$ cat config.mk
export PLATFORM = sky130hd
export DESIGN_NAME = decoder_stage
export DESIGN_NICKNAME = d
export VERILOG_FILES = /design/src/rtl/decoder_stage_pkg.sv /design/src/rtl/decoder_stage_register_file.sv /design/src/rtl/decoder_stage.sv
export SDC_FILE = /design/constraint.sdc
export NUM_CORES = 2
export LEC_CHECK = 0
export CORE_MARGIN = 2
export CORE_UTILIZATION = 67
export CTS_BUF_LIST = sky130_fd_sc_hd__clkbuf_8 sky130_fd_sc_hd__clkbuf_16
export CTS_CLUSTER_SIZE = 24
export DETAILED_ROUTE_END_ITERATION = 6
export PLACE_DENSITY = 0.85
export SYNTH_ARGS = -nofsm -noshare
export SYNTH_HDL_FRONTEND = slang
export SYNTH_SLANG_ARGS = --single-unit
export TNS_END_PERCENT = 50
$ cat constraint.sdc
create_clock -name ds_clk -period 97.3 [get_ports ds_clk]
set_clock_uncertainty 0.2 [all_clocks]
set_input_delay 9.73 -clock ds_clk [delete_from_list [all_inputs] [get_ports ds_clk]]
set_output_delay 9.73 -clock ds_clk [all_outputs]
set_load 0.05 [all_outputs]
$ cat src/rtl/decoder_stage_pkg.sv
// Shared decode constants for the ID stage: field widths, opcodes, team funct codes
// and the packed main-control bundle.
`ifndef DECODER_STAGE_PKG_SV
`define DECODER_STAGE_PKG_SV
`define OPCODE_WIDTH 6
`define FUNCT_WIDTH 6

package decoder_stage_pkg;

    localparam logic [`OPCODE_WIDTH-1:0] OP_RTYPE = 6'h00;
    localparam logic [`OPCODE_WIDTH-1:0] OP_SLTI  = 6'h01;
    localparam logic [`OPCODE_WIDTH-1:0] OP_BEQ   = 6'h04;
    localparam logic [`OPCODE_WIDTH-1:0] OP_BNE   = 6'h05;
    localparam logic [`OPCODE_WIDTH-1:0] OP_ADDI  = 6'h08;
    localparam logic [`OPCODE_WIDTH-1:0] OP_ANDI  = 6'h0C;
    localparam logic [`OPCODE_WIDTH-1:0] OP_ORI   = 6'h0D;
    localparam logic [`OPCODE_WIDTH-1:0] OP_XORI  = 6'h0E;
    localparam logic [`OPCODE_WIDTH-1:0] OP_LW    = 6'h23;
    localparam logic [`OPCODE_WIDTH-1:0] OP_SW    = 6'h2B;

    localparam logic [`FUNCT_WIDTH-1:0] FN_ADD = 6'h20;
    localparam logic [`FUNCT_WIDTH-1:0] FN_SUB = 6'h21;
    localparam logic [`FUNCT_WIDTH-1:0] FN_AND = 6'h22;
    localparam logic [`FUNCT_WIDTH-1:0] FN_OR  = 6'h23;
    localparam logic [`FUNCT_WIDTH-1:0] FN_XOR = 6'h24;

    typedef struct packed {
        logic reg_dst;
        logic reg_wr;
        logic alu_src;
        logic branch;
        logic memread;
        logic memwrite;
        logic memtoreg;
    } ctrl_t;

    localparam ctrl_t CTRL_NONE = '0;

endpackage
`endif

$ cat src/rtl/decoder_stage_register_file.sv
// 2^AWIDTH x DWIDTH register file: two asynchronous read ports, one synchronous write
// port, asynchronous clear. Register 0 is hardwired to zero.
module decoder_stage_register_file #(
    parameter int AWIDTH = 5,
    parameter int DWIDTH = 32
) (
    input  logic              ds_clk,
    input  logic              ds_rst,
    input  logic [AWIDTH-1:0] rs_addr,
    input  logic [AWIDTH-1:0] rt_addr,
    output logic [DWIDTH-1:0] rs_data,
    output logic [DWIDTH-1:0] rt_data,
    input  logic              wr_en,
    input  logic [AWIDTH-1:0] wr_addr,
    input  logic [DWIDTH-1:0] wr_data
);

    localparam int DEPTH = 1 << AWIDTH;

    logic [DWIDTH-1:0] regs_reg [DEPTH];

    always_ff @(posedge ds_clk or posedge ds_rst) begin
        if (ds_rst) begin
            for (int i = 0; i < DEPTH; i++) begin
                regs_reg[i] <= '0;
            end
        end else if (wr_en && (wr_addr != '0)) begin
            regs_reg[wr_addr] <= wr_data;
        end
    end

    // No write-to-read bypass: a value written on an edge is seen only after it.
    assign rs_data = (rs_addr == '0) ? '0 : regs_reg[rs_addr];
    assign rt_data = (rt_addr == '0) ? '0 : regs_reg[rt_addr];

endmodule

$ cat src/rtl/decoder_stage.sv
// MIPS instruction-decode stage: field split, main control decode, register-file
// read/write-back, and the registered ID/EX boundary.
module decoder_stage
    import decoder_stage_pkg::*;
#(
    parameter int AWIDTH    = 5,
    parameter int DWIDTH    = 32,
    parameter int IWIDTH    = 32,
    parameter int IMM_WIDTH = 16
) (
    input  logic                     ds_clk,
    input  logic                     ds_rst,
    input  logic                     ds_i_ce,
    input  logic [IWIDTH-1:0]        ds_i_instr,
    input  logic [DWIDTH-1:0]        ds_i_data_rd,
    output logic [`OPCODE_WIDTH-1:0] ds_o_opcode,
    output logic [`FUNCT_WIDTH-1:0]  ds_o_funct,
    output logic [DWIDTH-1:0]        ds_o_data_rs,
    output logic [DWIDTH-1:0]        ds_o_data_rt,
    output logic [IMM_WIDTH-1:0]     ds_o_imm,
    output logic                     ds_o_ce,
    output logic                     ds_o_branch,
    output logic                     ds_o_alu_src,
    output logic                     ds_o_memread,
    output logic                     ds_o_memwrite,
    output logic                     ds_o_memtoreg,
    output logic                     ds_o_reg_dst,
    output logic                     ds_o_reg_wr
);

    logic [`OPCODE_WIDTH-1:0] opcode;
    logic [`FUNCT_WIDTH-1:0]  funct;
    logic [AWIDTH-1:0]        rs_addr;
    logic [AWIDTH-1:0]        rt_addr;
    logic [AWIDTH-1:0]        rd_addr;
    logic [IMM_WIDTH-1:0]     imm;

    assign opcode  = ds_i_instr[31:26];
    assign rs_addr = ds_i_instr[25:21];
    assign rt_addr = ds_i_instr[20:16];
    assign rd_addr = ds_i_instr[15:11];
    assign imm     = ds_i_instr[IMM_WIDTH-1:0];
    assign funct   = ds_i_instr[5:0];

    ctrl_t ctrl_next;

    always_comb begin
        ctrl_next = CTRL_NONE;
        case (opcode)
            OP_RTYPE: begin
                ctrl_next.reg_dst = 1'b1;
                ctrl_next.reg_wr  = 1'b1;
            end
            OP_SLTI, OP_ADDI, OP_ANDI, OP_ORI, OP_XORI: begin
                ctrl_next.reg_wr  = 1'b1;
                ctrl_next.alu_src = 1'b1;
            end
            OP_LW: begin
                ctrl_next.reg_wr   = 1'b1;
                ctrl_next.alu_src  = 1'b1;
                ctrl_next.memread  = 1'b1;
                ctrl_next.memtoreg = 1'b1;
            end
            OP_SW: begin
                ctrl_next.alu_src  = 1'b1;
                ctrl_next.memwrite = 1'b1;
            end
            OP_BEQ, OP_BNE: begin
                ctrl_next.branch = 1'b1;
            end
            default: ctrl_next = CTRL_NONE;
        endcase
    end

    logic [DWIDTH-1:0] rs_data;
    logic [DWIDTH-1:0] rt_data;
    logic              rf_wr_en;
    logic [AWIDTH-1:0] rf_wr_addr;

    assign rf_wr_en   = ds_i_ce & ctrl_next.reg_wr;
    assign rf_wr_addr = ctrl_next.reg_dst ? rd_addr : rt_addr;

    decoder_stage_register_file #(
        .AWIDTH (AWIDTH),
        .DWIDTH (DWIDTH)
    ) u_register_file (
        .ds_clk  (ds_clk),
        .ds_rst  (ds_rst),
        .rs_addr (rs_addr),
        .rt_addr (rt_addr),
        .rs_data (rs_data),
        .rt_data (rt_data),
        .wr_en   (rf_wr_en),
        .wr_addr (rf_wr_addr),
        .wr_data (ds_i_data_rd)
    );

    logic [`OPCODE_WIDTH-1:0] opcode_reg;
    logic [`FUNCT_WIDTH-1:0]  funct_reg;
    logic [DWIDTH-1:0]        data_rs_reg;
    logic [DWIDTH-1:0]        data_rt_reg;
    logic [IMM_WIDTH-1:0]     imm_reg;
    logic                     ce_reg;
    logic                     branch_reg;
    logic                     alu_src_reg;
    logic                     memread_reg;
    logic                     memwrite_reg;
    logic                     memtoreg_reg;
    logic                     d_r_o_reg_dst;
    logic                     d_r_o_reg_wr;

    // ID/EX boundary: valid always follows ds_i_ce, payload only loads on a valid cycle.
    always_ff @(posedge ds_clk or posedge ds_rst) begin
        if (ds_rst) begin
            opcode_reg    <= '0;
            funct_reg     <= '0;
            data_rs_reg   <= '0;
            data_rt_reg   <= '0;
            imm_reg       <= '0;
            ce_reg        <= 1'b0;
            branch_reg    <= 1'b0;
            alu_src_reg   <= 1'b0;
            memread_reg   <= 1'b0;
            memwrite_reg  <= 1'b0;
            memtoreg_reg  <= 1'b0;
            d_r_o_reg_dst <= 1'b0;
            d_r_o_reg_wr  <= 1'b0;
        end else begin
            ce_reg <= ds_i_ce;
            if (ds_i_ce) begin
                opcode_reg    <= opcode;
                funct_reg     <= funct;
                data_rs_reg   <= rs_data;
                data_rt_reg   <= rt_data;
                imm_reg       <= imm;
                branch_reg    <= ctrl_next.branch;
                alu_src_reg   <= ctrl_next.alu_src;
                memread_reg   <= ctrl_next.memread;
                memwrite_reg  <= ctrl_next.memwrite;
                memtoreg_reg  <= ctrl_next.memtoreg;
                d_r_o_reg_dst <= ctrl_next.reg_dst;
                d_r_o_reg_wr  <= ctrl_next.reg_wr;
            end
        end
    end

    assign ds_o_opcode   = opcode_reg;
    assign ds_o_funct    = funct_reg;
    assign ds_o_data_rs  = data_rs_reg;
    assign ds_o_data_rt  = data_rt_reg;
    assign ds_o_imm      = imm_reg;
    assign ds_o_ce       = ce_reg;
    assign ds_o_branch   = branch_reg;
    assign ds_o_alu_src  = alu_src_reg;
    assign ds_o_memread  = memread_reg;
    assign ds_o_memwrite = memwrite_reg;
    assign ds_o_memtoreg = memtoreg_reg;
    assign ds_o_reg_dst  = d_r_o_reg_dst;
    assign ds_o_reg_wr   = d_r_o_reg_wr;

endmodule

==> impl_results.md <==
* Run status: complete, no violations
* Post-CTS Setup Inserts at 0
* GP Congestion at 0.8208
* Dominant cell type by area after synthesis: dfrtp_1
* Port Buffers at about 170
* Setup violators final at 0
* Vias per std cell at ~7.6
* Slew headroom at 0.1167
* Number of synthesized flops with an enable pin at 0
* Initial core utilization at 0.6780
* Top-count cell post-synth: dfrtp_1
* Max reg flops at between 1000 and 1500
* Worst skew pair latency at roughly 720 ps
* Pwr/cell area at between 15 and 20 mW/mm^2
* Final Slew Violations at 0
* H-tree levels at 3
* Synth warnings at 0
* Hold_buf cts at 0
* Post-layout nets at 3857
* Routed WL at around 170000 um
* Leak at around 30 nW
* Final Hold Vio Count at 0
* Power share of the clock group at 0.416
* DR WL/cell at around 33 um
* Setup TNS at 0 ps
* Min Tclk post-route at 13920 ps
* Post-layout util at 0.7473
* Area delta synth->final at 10.22%
* Synthesized net count at around 3900
* ANT nets after route at 0
* Commonest register cell after synthesis: dfrtp_1
* Pin count of the biggest net entering global routing at around 120
* DR vias at roughly 38000
* DIE AREA at approximately 0.09 sq mm
* Tcrit/Tclk final at 0.1431
* Root buffer cell: clkbuf_16
* CP Launch Type: input pin
* Number of global-route vias before repair at 39090
* CTS Sinks at 1117
* Crit end category: async pin
* Initial antenna violation count at 4
* Top Ports at approximately 170
* MaxCap Viol Count at 0
* Post-Syn Area per Cell at about 15 sq um
* Number of distinct library cells after synthesis at 61
* CP Data Required Time at ~100000 ps
* Net Sw Power at ~0.28 mW
* DRC viols at 0
* Mapped Area at around 0.058 sq mm
* First-pass GRT wire length at 251100 um
* Clock-pin slew on the worst setup and hold paths at around 60 ps
* Switching part of the total at 0.2602
* CTS buffer count at ~120
* Syn Inst Count at about 3900
* Seq/Total Area, Yosys at 0.4835
* Post-synth top area share at 0.4835
* Fmax at roughly 72 MHz
* Core footprint at between 0.08 and 0.09 sq mm
* DR pass1 iterations at 5
* Die width at around 300 um
* Total grt overflow at 0
* Least-Margin Pin Slew at approximately 1300 ps
* N_diodes at 0
* Fill cells at a little over 5000
* DRT iter0 DRCs at between 4000 and 5000
* Clock tree buffer depth at 3
* Post_cts resized at 0
* Flop pwr share at 0.466
* Overall global routing resource usage at 0.3803
* Largest fanout on the critical path at 117
* Layout cells sized above 1 at 0.4421
* Die H at 297.8 um
* Critical setup path kind: input pin to async pin
* Num rows at about 110
* Comb pwr share at 0.118
* Area contributors post-synth: dfrtp_1, mux2_2, mux4_2
* #FFs+latches synth at roughly 1100
* Hold WC Path Type: flop to flop
* CTS tree: done
* RSZ-0062 raised after global routing: false
* Worst vdd ir at around 0.018 mV
* DP Wirelength at ~90000 um
* Commonest cells in the netlist: dfrtp_1, mux2_2, mux4_2, clkbuf_1, mux2i_1
* Post-synth ARST share at 1.000
* Critical Path AT at around 14000 ps
* Internal at around 0.81 mW
## layout by cell type, fill, tap and decap left out, types with 56 or more instances in the layout
cell | Yosys | routed
a21oi_1 | 60 | 60
a22o_1 | 61 | 61
a22oi_1 | 134 | 134
buf_4 | 35 | 88
clkbuf_16 | 0 | 116
clkdlybuf4s50_1 | 0 | 156
dfrtp_1 | 1117 | 1117
mux2_1 | 91 | 91
mux2_2 | 874 | 874
mux2_4 | 60 | 60
mux2i_1 | 187 | 187
mux4_2 | 436 | 436
o22ai_1 | 56 | 56
## area by class of cell
class | instances | area (sq um) | area share
clock buffers | 143 | 3274 | 0.05138
clock inverters | 71 | 665.6 | 0.01045
inverters | 8 | 38.79 | 0.0006087
multi-input cells | 2292 | 28010 | 0.4396
flip-flops and latches | 1117 | 27950 | 0.4386
well taps | 1144 | 1431 | 0.02246
repair buffers | 255 | 2350 | 0.03687
## final timing paths
path | startpoint | end | slack, ps | depth (start not counted)
hold reg to reg | u_register_file.regs_reg[1021]$_DFFE_PP0P_ | u_register_file.regs_reg[1021]$_DFFE_PP0P_ | 200 | 0
min in group asynchronous | ds_rst | ds_o_funct[2]$_DFFE_PP0P_ | 9370 | 2
setup / recovery | ds_rst | u_register_file.regs_reg[496]$_DFFE_PP0P_ | 83380 | 6
setup reg to reg | u_register_file.regs_reg[911]$_DFFE_PP0P_ | ds_o_data_rs[15]$_DFFE_PP0P_ | 95150 | 5
hold / removal | u_register_file.regs_reg[1021]$_DFFE_PP0P_ | u_register_file.regs_reg[1021]$_DFFE_PP0P_ | 200 | 0
max in group ds_clk | ds_i_instr[28] | u_register_file.regs_reg[973]$_DFFE_PP0P_ | 83950 | 8
## power groups by stage
stage	logic, mW	registers [mW]	clock network, mW
6_report	0.129	0.508	0.454
5_1_grt	0.136	0.510	0.477
4_1_cts	0.128	0.507	0.456
3_5_place_dp	0.128	0.515	0
3_3_place_gp	0.125	0.513	0
2_1_floorplan	0.0816	0.522	0
## cell families (layout without fill, tap and decap cells)
logic type | count (synthesis) | in the layout | synth area share
mux | 1648 | 1648 | 0.4057
flops | 1117 | 1117 | 0.4835
buf+inv | 452 | 477 | 0.03547
compound gates | 451 | 451 | 0.05804
simple gates | 191 | 191 | 0.01695
fa+ha+maj | 1 | 1 | 0.0001948
xor+xnor | 1 | 1 | 0.0001515
## metrics by stage
step / setup slack (ps) / std cells / total power, mW / area [sq um] / hold slack, ps
6_report: 83380 / 5030 / 1.091 / 63730 / 198.6
5_1_grt: 82690 / 5030 / 1.123 / 63730 / 209.3
4_1_cts: 83260 / 5030 / 1.092 / 63730 / 198.4
3_5_place_dp: 82520 / 4816 / 0.6423 / 59790 / 184.7
3_3_place_gp: 82580 / 4816 / 0.6376 / 59790 / 177.7
2_1_floorplan: 55920 / 3861 / 0.6031 / 57820 / 241.3
## critical path, cell delays in order
cell and delay [ps]:
clkdlybuf4s50_1 500, inv_8 540, buf_4 800, buf_4 740, buf_4 770, buf_4 940
## layer usage
layer	routed length [um]	global-route usage
met1	61810	0.5202
met2	77100	0.5821
met3	18850	0.09502
met4	8706	0.1769
met5	25	0
(Power assumes the default switching activity.)
